$ cat src/rtl/fpnew_result_buffer_if.sv
// Result-beat handshake between the FPU output port, the result buffer and the core writeback port.
// Signal suffixes are named from the buffer's point of view.
interface fpnew_result_buffer_if #(
  parameter int unsigned Width    = 64,
  parameter int unsigned TagWidth = 1
);
  logic [Width-1:0]    in_result_i;
  logic [4:0]          in_status_i;
  logic [TagWidth-1:0] in_tag_i;
  logic                in_valid_i;
  logic                in_ready_o;

  logic [Width-1:0]    out_result_o;
  logic [4:0]          out_status_o;
  logic [TagWidth-1:0] out_tag_o;
  logic                out_valid_o;
  logic                out_ready_i;

  modport slave (
    input  in_result_i, in_status_i, in_tag_i, in_valid_i, out_ready_i,
    output in_ready_o, out_result_o, out_status_o, out_tag_o, out_valid_o
  );

  modport master (
    output in_result_i, in_status_i, in_tag_i, in_valid_i, out_ready_i,
    input  in_ready_o, out_result_o, out_status_o, out_tag_o, out_valid_o
  );
endinterface

$ cat src/rtl/fpnew_result_buffer.sv
// In-order decoupling FIFO between the FPU output and core writeback, with sticky
// accumulation of the exception flags of every retired (popped, not flushed) result.
module fpnew_result_buffer #(
  parameter int unsigned Width    = 64,
  parameter int unsigned TagWidth = 1,
  parameter int unsigned Depth    = 4,
  localparam int unsigned CntWidth = $clog2(Depth) + 1
) (
  input  logic                clk_i,
  input  logic                rst_ni,
  input  logic                flush_i,
  input  logic                fflags_clr_i,
  fpnew_result_buffer_if.slave io,
  output logic [4:0]          fflags_o,
  output logic [CntWidth-1:0] count_o,
  output logic                busy_o
);
  localparam int unsigned AddrWidth = $clog2(Depth);
  localparam logic [CntWidth-1:0] DepthCnt = CntWidth'(Depth);

  logic [Width-1:0]    result_q [Depth];
  logic [4:0]          status_q [Depth];
  logic [TagWidth-1:0] tag_q    [Depth];

  logic [AddrWidth-1:0] wr_ptr_q, wr_ptr_d;
  logic [AddrWidth-1:0] rd_ptr_q, rd_ptr_d;
  logic [CntWidth-1:0]  count_q, count_d;
  logic [4:0]           fflags_q, fflags_d;

  logic push, pop, write_en;

  // Handshake outputs come from registered occupancy only, so the FPU never
  // sees a combinational path from the writeback ready.
  assign io.in_ready_o  = (count_q != DepthCnt);
  assign io.out_valid_o = (count_q != '0);

  assign io.out_result_o = result_q[rd_ptr_q];
  assign io.out_status_o = status_q[rd_ptr_q];
  assign io.out_tag_o    = tag_q[rd_ptr_q];

  assign push     = io.in_valid_i & io.in_ready_o;
  assign pop      = io.out_valid_o & io.out_ready_i;
  assign write_en = push & ~flush_i;

  assign fflags_o = fflags_q;
  assign count_o  = count_q;
  assign busy_o   = (count_q != '0);

  // Payload storage is not reset; out_valid_o masks stale contents.
  for (genvar gi = 0; gi < Depth; gi++) begin : g_entry
    always_ff @(posedge clk_i) begin
      if (write_en && (wr_ptr_q == AddrWidth'(gi))) begin
        result_q[gi] <= io.in_result_i;
        status_q[gi] <= io.in_status_i;
        tag_q[gi]    <= io.in_tag_i;
      end
    end
  end

  always_comb begin
    wr_ptr_d = wr_ptr_q;
    rd_ptr_d = rd_ptr_q;
    count_d  = count_q;
    fflags_d = fflags_clr_i ? 5'b0 : fflags_q;

    if (flush_i) begin
      wr_ptr_d = '0;
      rd_ptr_d = '0;
      count_d  = '0;
    end else begin
      if (push) wr_ptr_d = wr_ptr_q + AddrWidth'(1);
      if (pop) begin
        rd_ptr_d = rd_ptr_q + AddrWidth'(1);
        // Clear takes effect first, then the retiring entry's flags are merged.
        fflags_d = fflags_d | io.out_status_o;
      end
      case ({push, pop})
        2'b10:   count_d = count_q + CntWidth'(1);
        2'b01:   count_d = count_q - CntWidth'(1);
        default: count_d = count_q;
      endcase
    end
  end

  always_ff @(posedge clk_i or negedge rst_ni) begin
    if (!rst_ni) begin
      wr_ptr_q <= '0;
      rd_ptr_q <= '0;
      count_q  <= '0;
      fflags_q <= '0;
    end else begin
      wr_ptr_q <= wr_ptr_d;
      rd_ptr_q <= rd_ptr_d;
      count_q  <= count_d;
      fflags_q <= fflags_d;
    end
  end
endmodule

$ cat src/flat_wrapper.sv
// flat-port wrapper written by rule: the top's interface ports become plain ports
module fpnew_result_buffer_flat 
#(
  parameter int unsigned Width    = 64,
  parameter int unsigned TagWidth = 1,
  parameter int unsigned Depth    = 4,
  localparam int unsigned CntWidth = $clog2(Depth) + 1
)
  (clk_i, rst_ni, flush_i, fflags_clr_i, fflags_o, count_o, busy_o, io_in_result_i, io_in_status_i, io_in_tag_i, io_in_valid_i, io_out_ready_i, io_in_ready_o, io_out_result_o, io_out_status_o, io_out_tag_o, io_out_valid_o);
  fpnew_result_buffer_if #(.Width(Width), .TagWidth(TagWidth)) io_i ();
  input  logic clk_i;
  input  logic rst_ni;
  input  logic flush_i;
  input  logic fflags_clr_i;
  output logic [4:0] fflags_o;
  output logic [CntWidth-1:0] count_o;
  output logic busy_o;
  input wire logic [$bits(io_i.in_result_i)-1:0] io_in_result_i;
  input wire logic [$bits(io_i.in_status_i)-1:0] io_in_status_i;
  input wire logic [$bits(io_i.in_tag_i)-1:0] io_in_tag_i;
  input wire logic [$bits(io_i.in_valid_i)-1:0] io_in_valid_i;
  input wire logic [$bits(io_i.out_ready_i)-1:0] io_out_ready_i;
  output wire logic [$bits(io_i.in_ready_o)-1:0] io_in_ready_o;
  output wire logic [$bits(io_i.out_result_o)-1:0] io_out_result_o;
  output wire logic [$bits(io_i.out_status_o)-1:0] io_out_status_o;
  output wire logic [$bits(io_i.out_tag_o)-1:0] io_out_tag_o;
  output wire logic [$bits(io_i.out_valid_o)-1:0] io_out_valid_o;
  assign io_i.in_result_i = io_in_result_i;
  assign io_i.in_status_i = io_in_status_i;
  assign io_i.in_tag_i = io_in_tag_i;
  assign io_i.in_valid_i = io_in_valid_i;
  assign io_i.out_ready_i = io_out_ready_i;
  assign io_in_ready_o = io_i.in_ready_o;
  assign io_out_result_o = io_i.out_result_o;
  assign io_out_status_o = io_i.out_status_o;
  assign io_out_tag_o = io_i.out_tag_o;
  assign io_out_valid_o = io_i.out_valid_o;
  fpnew_result_buffer #(.Width(Width), .TagWidth(TagWidth), .Depth(Depth)) u_core (.clk_i(clk_i), .rst_ni(rst_ni), .flush_i(flush_i), .fflags_clr_i(fflags_clr_i), .io(io_i), .fflags_o(fflags_o), .count_o(count_o), .busy_o(busy_o));
endmodule
$ cat config.mk
export PLATFORM = sky130hd
export DESIGN_NAME = fpnew_result_buffer_flat
export DESIGN_NICKNAME = d
export VERILOG_FILES = /design/src/rtl/fpnew_result_buffer_if.sv /design/src/rtl/fpnew_result_buffer.sv /design/src/flat_wrapper.sv
export SDC_FILE = /design/constraint.sdc
export NUM_CORES = 1
export LEC_CHECK = 0
export ABC_AREA = 1
export CORE_MARGIN = 2
export CORE_UTILIZATION = 25
export DETAILED_ROUTE_END_ITERATION = 10
export DONT_BUFFER_PORTS = 1
export GPL_TIMING_DRIVEN = 0
export PLACE_DENSITY = 0.45
export SYNTH_ARGS = -nofsm -noshare
export SYNTH_HDL_FRONTEND = slang
export SYNTH_SLANG_ARGS = --single-unit
$ cat constraint.sdc
create_clock -name clk_i -period 8.69 [get_ports clk_i]
set_input_delay 2.1725 -clock clk_i [delete_from_list [all_inputs] [get_ports clk_i]]
set_output_delay 2.1725 -clock clk_i [all_outputs]
set_load 0.1 [all_outputs]
# Word level (Yosys, flattened, before mapping)
# Memory sizes are Yosys's and may differ from the RTL's.
# Cells that the tools add are included.
# totals
output_inout_bits	81
ramBits	280
memories	3
register_bits	12
word_cells	84
# classes
n_mux	44
n_addsub	4
reduce_logical	18
n_bitwise	5
eq_ne	6
# mem_list
name	depth	width	rd	rd_ports_with_merged_regs	write_ports	line_no	source
u_core.result_q	4	64	1	0	1	fpnew_result_buffer.sv:21	logic [Width-1:0] result_q [Depth];
u_core.status_q	4	5	1	0	1	fpnew_result_buffer.sv:22	logic [4:0] status_q [Depth];
u_core.tag_q	4	1	1	0	1	fpnew_result_buffer.sv:23	logic [TagWidth-1:0] tag_q [Depth];
# op_table
op	n
2-to-1 mux 64 bit	3
OR reduction 64 bit	3
2-to-1 mux 5 bit	6
2-to-1 mux 2 bit	13
2-to-1 mux 1 bit	20
OR reduction 5 bit	3
equality test 2 bit, second input constant	3
case mux 3 bit (2 select lines)	1
nonzero test 3 bit	2
OR 5 bit	1
adder 2 x 1 -> 2 bit, second input constant	2
equality test 2 x 1 -> 1 bit, second input constant	2
logical AND 1 bit	4
nonzero test 2 bit	2
adder 3 x 1 -> 3 bit, second input constant	1
AND 1 bit	3
2-to-1 mux 3 bit	1
inequality test 3 bit, second input constant	1
OR reduction 1 bit	3
subtractor 3 x 1 -> 3 bit, second input constant	1
zero test 2 bit	1
NOT 1 bit	1

# Depth between registers and ports, before layout
# Gate-level depths: netlist (run 1).
# logic_depth
depth_word	10
mapped_depth	12
mapped_depth_nobuf	12

# Worst setup path before layout (run 1)
# No wires, ideal clock.
# synth_timing
path_kind	input to register
from	input port flush_i
to	memory u_core.result_q[0][0], enable pin
arrival_ps	5457
setup_ps	499
cell_stages	3
path_buffers	0
slack_ps	2734
cell_sequence	clkinv_1 nand3_1 nor2_1
# synth_between
elab_chain_cells	9
elab_cells_between_ends	23
# synth_rtl
item	line_no	source
from (decl)	flat_wrapper.sv:13	input logic flush_i;
NOT 1 bit *	fpnew_result_buffer.sv:43	assign write_en = push & ~flush_i;
AND 1 bit *	fpnew_result_buffer.sv:43	
logical AND 1 bit	fpnew_result_buffer.sv:52	if (write_en && (wr_ptr_q == AddrWidth'(gi))) begin
2-to-1 mux 1 bit	fpnew_result_buffer.sv:52	
2-to-1 mux 1 bit (implied by the code)	fpnew_result_buffer.sv:53	result_q[gi] <= io.in_result_i;
OR reduction 64 bit (no source line)	n/a	
2-to-1 mux 2 bit (no source line) or 2-to-1 mux 1 bit (tied branches) (3 in a row)	n/a	
to (decl)	fpnew_result_buffer.sv:21	
# Mark *: on every way between the ends. The rest lies on a longest branch, timed or not.

# Final worst setup path (run 1)
# layout_timing
from	register u_core.rd_ptr_q[1]
to	output port io_out_result_o[59]
# layout_between
elab_chain_cells	1
# layout_rtl
item	line_no	source
from (decl)	fpnew_result_buffer.sv:26	logic [AddrWidth-1:0] rd_ptr_q, rd_ptr_d;
from (signal assigned)	fpnew_result_buffer.sv:93	rd_ptr_q <= rd_ptr_d;
memory read (4 x 64 bit)	n/a	
to (decl)	flat_wrapper.sv:24	output wire logic [$bits(io_i.out_result_o)-1:0] io_out_result_o;
# No other way between the ends.

==> flow_summary_export.csv, run 1 <==
group,metric,value,unit
synthesis,synth_top_area_share,75.8,%
worst_setup_path,end_kind,"output pin",
global_routing,grt_max_degree,27,
synthesis,synthMostInstantiatedCell,"edfxtp_1",
worst_setup_path,critical_path_class,"reg2out",
floorplan,start_util,25.2,%
synthesis,yosysSeqAreaShare,78.5,%
clocking,cts.sinks,292,
worst_setup_path,critical_path_arrival,3.16,ns
worst_setup_path,reg2reg_depth,5,
detailed_routing,wl_per_cell,20.8,um
worst_hold_path,min_path_type,"reg2reg",
global_routing,grt_pass1_vias,6509,
sta,timing.setup.tns,0,ns
global_routing,antenna_found_initial,0,
synthesis,synth_edf_count,280,
worst_setup_path,crit_required,6.52,ns
synthesis,synth_ff_type,"edfxtp_1",
global_routing,overflow,0,
synthesis,ys_ff_latch,292,
final_layout,stdcell_area,13500,um2
synthesis,synth_top_family_by_area,"compound AO/OA/AOI/OAI gates",
synthesis,synth_warnings,0,
clocking,clk_latency,0.53,ns
placed_design,place.detailed.hpwl,18900,um
worst_setup_path,r2r-end,"u_core.result_q[2][40]",
worst_setup_path,critPathSlowestCell,"o22ai_2",
clocking,cts_max_level,2,
placed_design,dp_cells,1365,
synthesis,synthMuxAreaShare,0,%
detailed_routing,route.vias.total,6268,
power,power.total,0.00488,W
power,leakage,4.41,nW
sta,finalHoldViolCount,0,
floorplan,die-area,46100,um2
floorplan,die_w,215,um
final_layout,fin_util,30.7,%
power,irDropWorstVdd,0.166,mV
detailed_routing,postRouteAntennaNets,0,
clocking,cts_hold_buf,0,
synthesis,synth_fa_ha_area_share,0.632,%
synthesis,synth_xor_area_share,0.0790,%
sta,fin_skew,0.0157,ns
sta,finalCritPeriodShare,61.3,%
synthesis,synth_area_leaders,"edfxtp_1 76%, o21ai_0 6.1%, nor2_1 5.0%, o22ai_1 3.7%, dfrtp_1 2.7%",
floorplan,die_height,215,um
worst_hold_path,worstHoldStart,"u_core.wr_ptr_q[0]",
floorplan,core_area,44000,um2
clocking,tritoncts,"done",
synthesis,yosysTopAreaCell,"edfxtp_1",
placed_design,gp_congestion,0.685,
worst_setup_path,cp_slowest_stage_delay,0.87,ns
worst_hold_path,hold_end,"u_core.wr_ptr_q[0]",
power,power_density,361,nW/um2
clocking,ctsResizeCount,0,
floorplan,row_count,77,
clocking,post_cts_buffers,0,
global_routing,grt_pass1_wl,44300,um
floorplan,num_io_pins,157,
detailed_routing,drc_errors,0,
final_layout,drive_gt1_share,20.0,%
synthesis,syn-num-nets,844,
detailed_routing,via_per_inst,4.39,
detailed_routing,wl,29800,um
global_routing,track_usage,13.0,%
synthesis,synth_area,11100,um2
clocking,cts-root-buf,"clkbuf_16",
synthesis,synthTopCellsByCount,"280 x edfxtp_1, 147 x nor2_1, 135 x o21ai_0",
synthesis,async_flop_share,4.11,%
final_layout,fin_nets,891,
worst_hold_path,worstHoldPathCells,1,
detailed_routing,drt_iter0_drc,353,
worst_setup_path,cp-start-kind,"register",
worst_setup_path,r2r_start,"u_core.count_o[0]",
final_layout,syn_to_final_growth,22.1,%
synthesis,synthesis.area_per_instance,14.5,um2
clocking,path_clk_slew,0.06,ns
status,outcome,"completed",
sta,setup_viol,0,
placed_design,placed_area,12500,um2
clocking,cts_buffers,35,
worst_setup_path,crit_path_cell_trace,"inv_2 -> clkbuf_1 -> o21ai_0 -> o22ai_2",
sta,max_clock_freq,0.188,GHz
synthesis,synth_simple_gate_area_share,6.74,%
sta,min_period,5.33,ns
sta,maxSlewHeadroom,16.6,%
placed_design,port-buffer-count,0,
sta,worstMarginPinSlew,1.25,ns
detailed_routing,drtPass1Iterations,4,
final_layout,final_cells,1429,
sta,drv_slew,0,
worst_setup_path,r2r_setup_slack,5.03,ns
clocking,cts.path.max_buffers,3,
worst_setup_path,crit_fanout,10,
synthesis,synthDistinctLibCells,29,
synthesis,synth-compound-area-share,10.8,%
synthesis,synth_cells,763,
flow_run,cap_violations,0,
sta,rsz0062_at_grt,"false",
-- sequential cells by signal (all words and copies together) (netlist names) --
signal and flops:
u_core.tag_q 4, u_core.result_q 256, u_core.fflags_o 5, u_core.status_q 20, u_core.rd_ptr_q 2, u_core.count_o 3
u_core.wr_ptr_q 2
-- logic make-up after synthesis --
kind of cell | count (synthesis)
compound gates | 215
xor+xnor | 1
fa+ha+maj | 5
buf+inv | 62
flops | 292
simple gates | 188
-- cell type report --
type | count | area, um2
antenna | 1 | 2.50
buffer | 46 | 290
clock buffer | 44 | 930
clock inverter | 19 | 124
fill | 4406 | 30500
inverter | 16 | 62.6
multi-input combinational | 409 | 2460
sequential | 292 | 8710
tap | 592 | 741
timing repair buffer | 10 | 215
-- layer usage --
metal	share of wire, %	routed length (um)	track usage [%]
met1	42	12600	15.6
met5	0	0	0
met2	48	14400	21.7
met3	7.1	2130	4.50
met4	2.0	608	4.07
-- metrics by stage --
stage | hold WS [ns] | setup WS (ns)
final | 0.575 | 3.36
after global routing | 0.620 | 3.11
after CTS | 0.571 | 3.18
after detailed placement | 0.558 | 3.76
after global placement | 0.559 | -0.440
after floorplan | 0.515 | 2.73
-- placed cells by master, fill, tap and decap left out, types with 2 or more instances in the layout --
master      instances
buf_4              12
nand2_2             3
nand3_1             7
nand2_1            27
o21ai_1             7
ha_1                4
nor2_1            143
clkinvlp_4          2
inv_1              12
o22ai_2            70
dfrtp_1            12
inv_6               3
clkbuf_8            4
edfxtp_1          280
nor2_4              4
buf_16              2
clkbuf_16          35
inv_2               2
clkinv_1           11
clkbuf_1           28
clkinv_2            3
nand2_4             3
buf_2               7
buf_12             10
o21ai_0           135
-- worst max-delay path by stage --
stage,from,to,slack [ns],cells after the start
finish,u_core.rd_ptr_q[1],io_out_result_o[59],3.36,4
global route,u_core.rd_ptr_q[1],io_out_result_o[30],3.11,4
CTS,u_core.rd_ptr_q[1],io_out_result_o[8],3.18,4
detailed placement,u_core.rd_ptr_q[1],io_out_result_o[8],3.76,4
global placement,flush_i,u_core.result_q[0][27],-0.44,3
floorplan,flush_i,u_core.result_q[0][0],2.73,3
-- power by group --
part | switching, W | total, W | internal [W]
logic | 0.00153 | 0.00177 | 0.000245
registers | 0.000122 | 0.00176 | 0.00164
clock network | 0.000560 | 0.00135 | 0.000788
total | 0.00221 | 0.00488 | 0.00268
-- critical path: cells and delay by family (launching register included) --
kind	cells	cell delay, ns
compound gates	2	1.12
buf+inv	2	0.85
flops	1	0.63
Note: power is estimated with default switching activity, not from simulation.
==> run 2, diff against run 1 <==
--- a/config.mk
+++ b/config.mk
@@ -11,7 +11,7 @@
 export DETAILED_ROUTE_END_ITERATION = 10
 export DONT_BUFFER_PORTS = 1
 export GPL_TIMING_DRIVEN = 0
-export PLACE_DENSITY = 0.45
+export PLACE_DENSITY = 0.47
 export SYNTH_ARGS = -nofsm -noshare
 export SYNTH_HDL_FRONTEND = slang
 export SYNTH_SLANG_ARGS = --single-unit
==> constraint.sdc (replaced) <==
create_clock -name clk_i -period 4.4 [get_ports clk_i]
set_input_delay 1.1 -clock clk_i [delete_from_list [all_inputs] [get_ports clk_i]]
set_output_delay 1.1 -clock clk_i [all_outputs]
set_load 0.1 [all_outputs]
==> flow_summary_export.csv, run 2 (synthesis results as in run 1) <==
group,metric,value,unit
final_layout,final_cell_mix,"280 x edfxtp_1, 143 x nor2_1, 135 x o21ai_0",
sta,worstMarginPinSlew,1.31,ns
sta,setup_viol,0,
worst_setup_path,cp_slowest_stage_delay,0.90,ns
global_routing,antenna_found_initial,0,
worst_setup_path,critical_path_class,"reg2out",
power,irDropWorstVdd,0.371,mV
final_layout,ff_latch_area,8710,um2
worst_setup_path,crit_buf_inv,2,
detailed_routing,route.vias.total,6294,
power,switching_power,0.00443,W
sta,finalCritPeriodShare,94.3,%
final_layout,n_fill_cell,4399,
sta,fin_skew,0.00928,ns
sta,max_clock_freq,0.241,GHz
final_layout,fin_nets,890,
power,combPwrFrac,36.9,%
clocking,path_clk_slew,0.06,ns
status,outcome,"completed",
clocking,cts_max_level,2,
worst_setup_path,crit_required,3.30,ns
worst_setup_path,crit_fanout,10,
final_layout,n_antenna_cell,0,
floorplan,die_w,215,um
worst_setup_path,crit_path_cell_trace,"inv_2 -> clkbuf_1 -> o21ai_0 -> o22ai_2",
sta,drv_slew,0,
global_routing,track_usage,13.0,%
detailed_routing,postRouteAntennaNets,0,
floorplan,die_height,215,um
power,power.total,0.0100,W
floorplan,core_area,44000,um2
sta,finalHoldViolCount,0,
floorplan,row_count,77,
worst_setup_path,critPathTopFamily,"compound AO/OA/AOI/OAI gates",
floorplan,start_util,25.2,%
final_layout,multi_input_area,2770,um2
final_layout,regMostFlops,"u_core.result_q",
clocking,post_cts_buffers,0,
final_layout,largest_reg_flops,256,
clocking,clk_latency,0.52,ns
placed_design,gp_congestion,0.692,
clocking,cts_hold_buf,0,
final_layout,final_common_cell,"edfxtp_1",
placed_design,place.detailed.hpwl,19100,um
detailed_routing,wl,29900,um
floorplan,die-area,46100,um2
global_routing,grt_pass1_wl,44100,um
worst_setup_path,end_kind,"output pin",
worst_hold_path,min_path_type,"in2async",
clocking,cts-root-buf,"clkbuf_16",
clocking,tritoncts,"done",
placed_design,port-buffer-count,0,
global_routing,grt_max_degree,28,
clocking,cts.path.max_buffers,3,
sta,maxSlewHeadroom,12.9,%
final_layout,syn_to_final_growth,25.5,%
worst_setup_path,critPathSlowestCell,"o22ai_2",
global_routing,overflow,0,
power,switching_share,44.2,%
sta,holdWs,0.266,ns
global_routing,grt_pass1_vias,6625,
worst_setup_path,cp-start-kind,"register",
clocking,cts.sinks,292,
clocking,cts_buffers,34,
power,power.internal,0.00560,W
flow_run,cap_violations,0,
detailed_routing,drtPass1Iterations,4,
worst_setup_path,critical_path_arrival,3.05,ns
detailed_routing,drc_errors,0,
power,power_frac_clock,28.4,%
detailed_routing,drt_iter0_drc,371,
power,power_frac_seq,34.7,%
power,power_density,721,nW/um2
detailed_routing,wl_per_cell,21.0,um
sta,rsz0062_at_grt,"false",
sta,min_period,4.15,ns
floorplan,num_io_pins,157,
final_layout,drive_gt1_share,20.1,%
power,leakage,4.46,nW
detailed_routing,via_per_inst,4.42,
[run 2: changes by cell type in the layout (fill, tap and decap cells not counted), sizes merged]
cell / previous run / this run
inv: 18 / 15
diode: 1 / 0
bufinv: 1 / 4
clkinv: 14 / 9
clkbuf: 68 / 70
clkinvlp: 2 / 0
[run 2: layout make-up]
type / count / share of cell area (%)
flip-flops and latches: 292 / 62.6
clock buffers: 46 / 6.97
multi-input cells: 409 / 19.9
plain buffers: 46 / 2.09
inverters: 16 / 0.449
well taps: 592 / 5.32
clock inverters: 12 / 1.14
repair buffers: 10 / 1.55
[run 2: power by group through the flow]
stage                     Sequential (W)  Combinational (W)  Clock [W]
after floorplan                  0.00353            0.00284          0
after global placement           0.00358            0.00333          0
after detailed placement         0.00354            0.00356          0
after CTS                        0.00348            0.00365    0.00294
after global routing             0.00350            0.00388    0.00303
final                            0.00348            0.00371    0.00285
[run 2: worst paths after layout]
check / start / to / slack [ns] / cells after the start
worst max-delay path: u_core.rd_ptr_q[1] / io_out_result_o[35] / 0.25 / 4
worst min-delay path: rst_ni / u_core.count_o[0] / 0.27 / 0
worst max register to register: u_core.count_o[0] / u_core.result_q[1][38] / 0.73 / 5
worst min register to register: u_core.wr_ptr_q[0] / u_core.wr_ptr_q[0] / 0.56 / 1
max in group asynchronous: rst_ni / u_core.fflags_o[1] / 4.06 / 0
min in group clk_i: u_core.wr_ptr_q[0] / u_core.wr_ptr_q[0] / 0.56 / 1
[run 2: per-stage QoR]
stage	TNS (ns)	utilization, %	setup slack [ns]	instance area (um2)	cells
after CTS	0	31.2	0.00281	13700	1423
after floorplan	-263.34	-	-0.940	11100	763
after global placement	-1106.26	26.9	-4.19	11800	1355
after global routing	0	31.6	0.00199	13900	1423
final	0	31.6	0.249	13900	1423
after detailed placement	0	28.3	0.528	12500	1365
[run 2: repair_timing]
action	CTS	global route
gates resized for setup	18	23
setup endpoints to repair	18	23
gates cloned	0	0
[run 2: routing by layer]
metal	global-route usage [%]	wire length (um)	part of all wire (%)	vias to the layer above
met4	4.72	729	2.4	0
met5	0	0	0	-
met2	21.3	14200	47	177
met1	15.9	12700	42	3132
li1	-	-	-	2938
met3	4.35	2330	7.8	47
==> run 3, diff against run 2 <==
--- a/config.mk
+++ b/config.mk
@@ -11,6 +11,7 @@
 export DETAILED_ROUTE_END_ITERATION = 10
 export DONT_BUFFER_PORTS = 1
 export GPL_TIMING_DRIVEN = 0
+export MAX_ROUTING_LAYER = met4
 export PLACE_DENSITY = 0.47
 export SYNTH_ARGS = -nofsm -noshare
 export SYNTH_HDL_FRONTEND = slang
==> flow_summary_export.csv, run 3 (synthesis results as in run 1) <==
group,metric,value,unit
status,outcome,"completed",
power,power_density,721,nW/um2
floorplan,die-area,46100,um2
detailed_routing,top_layer,"met4",
worst_hold_path,min_path_type,"in2async",
sta,setup_viol,0,
worst_setup_path,end_kind,"output pin",
worst_setup_path,crit_required,3.30,ns
worst_setup_path,reg2reg_depth,5,
placed_design,dp_slack,0.528,ns
final_layout,fin_util,31.6,%
power,power.total,0.0100,W
worst_setup_path,critical_path_arrival,3.08,ns
clocking,tritoncts,"done",
sta,finalHoldViolCount,0,
final_layout,n_fill_cell,4399,
sta,worstMarginPinSlew,1.30,ns
detailed_routing,drt_iter0_drc,400,
power,power_frac_seq,34.7,%
placed_design,gp_congestion,0.700,
clocking,cts_max_level,2,
placed_design,place.detailed.hpwl,19100,um
final_layout,final_cell_mix,"280 x edfxtp_1, 143 x nor2_1, 135 x o21ai_0",
detailed_routing,postRouteAntennaNets,0,
detailed_routing,drc_errors,0,
sta,maxSlewHeadroom,13.0,%
global_routing,grt_pass1_wl,44000,um
sta,holdWs,0.268,ns
sta,max_clock_freq,0.239,GHz
global_routing,grt_pass1_vias,6640,
clocking,cts_buffers,34,
power,combPwrFrac,37.0,%
power,irDropWorstVdd,0.377,mV
floorplan,num_io_pins,157,
floorplan,die_w,215,um
flow_run,cap_violations,0,
worst_setup_path,cp-start-kind,"register",
power,power_frac_clock,28.4,%
final_layout,syn_to_final_growth,25.6,%
final_layout,drive_gt1_share,20.1,%
global_routing,grt_max_degree,28,
detailed_routing,wl,30000,um
detailed_routing,dr_wl_met3,2220,um
floorplan,start_util,25.2,%
floorplan,core_area,44000,um2
detailed_routing,route.vias.total,6343,
sta,setup_ws,0.223,ns
power,power.internal,0.00560,W
global_routing,antenna_found_initial,0,
worst_setup_path,critical_path_class,"reg2out",
power,switching_power,0.00444,W
sta,drv_slew,0,
clocking,post_cts_buffers,0,
power,switching_share,44.2,%
detailed_routing,wl_per_cell,21.1,um
detailed_routing,drtPass1Iterations,6,
sta,fin_skew,0.00961,ns
clocking,cts.path.max_buffers,3,
clocking,path_clk_slew,0.06,ns
final_layout,regMostFlops,"u_core.result_q",
global_routing,track_usage,13.3,%
detailed_routing,routedLengthMet1,12900,um
worst_setup_path,crit_fanout,10,
clocking,cts.sinks,292,
detailed_routing,wl_met2,14200,um
final_layout,largest_reg_flops,256,
final_layout,final_common_cell,"edfxtp_1",
sta,timing.setup.tns,0,ns
sta,finalCritPeriodShare,94.9,%
placed_design,port-buffer-count,0,
final_layout,fin_nets,890,
detailed_routing,via_per_inst,4.46,
sta,rsz0062_at_grt,"false",
clocking,cts_hold_buf,0,
sta,min_period,4.18,ns
floorplan,die_height,215,um
global_routing,overflow,0,
clocking,clk_latency,0.53,ns
clocking,cts-root-buf,"clkbuf_16",
floorplan,row_count,77,
power,leakage,4.46,nW
final_layout,n_antenna_cell,0,
## run 3: repair_timing
item	in CTS	in global routing
endpoints found under the setup margin	18	24
hold endpoints to repair	0	0
gates resized for setup	18	24
## run 3: path summary, 6_finish.rpt
check / startpoint / slack, ns / endpoint
worst max-delay path: u_core.rd_ptr_q[1] / 0.22 / io_out_result_o[14]
worst min register to register: u_core.wr_ptr_q[0] / 0.56 / u_core.wr_ptr_q[0]
worst max register to register: u_core.count_o[0] / 0.75 / u_core.result_q[1][38]
worst min-delay path: rst_ni / 0.27 / u_core.count_o[0]
min in group clk_i: u_core.wr_ptr_q[0] / 0.56 / u_core.wr_ptr_q[0]
max in group asynchronous: rst_ni / 4.06 / u_core.fflags_o[1]
## run 3: power groups by stage
| stage | logic [W] | clock network, W | registers [W] |
|---|---|---|---|
| final | 0.00372 | 0.00285 | 0.00348 |
| after global routing | 0.00389 | 0.00303 | 0.00350 |
| after CTS | 0.00365 | 0.00294 | 0.00348 |
| after detailed placement | 0.00356 | 0 | 0.00354 |
| after global placement | 0.00333 | 0 | 0.00358 |
| after floorplan | 0.00284 | 0 | 0.00353 |
## run 3: layout make-up
class	count	area, um2	share of cell area (%)
Buffer	46	290	2.08
Clock buffer	46	970	6.96
Clock inverter	12	159	1.14
Inverter	16	62.6	0.449
Multi-Input combinational cell	409	2780	20.0
Sequential cell	292	8710	62.5
Tap cell	592	741	5.32
Timing Repair Buffer	10	215	1.55
## run 3: worst max-delay path, stage by stage (launching register included)
cell      delay, ns
dfrtp_1        0.62
inv_2          0.35
clkbuf_1       0.43
o21ai_0        0.21
o22ai_2        0.92
## run 3: metrics by stage
| stage | std cells | cell area [um2] |
|---|---|---|
| final | 1423 | 13900 |
| after global routing | 1423 | 13900 |
| after global placement | 1355 | 11800 |
| after CTS | 1423 | 13700 |
| after detailed placement | 1365 | 12500 |
| after floorplan | 763 | 11100 |
## run 3: routing by layer
metal  GRT usage (%)  up-vias
met2            21.2      167
met1            15.9     3193
li1                -     2934
met5               -        -
met4            4.72        0
met3            4.38       49
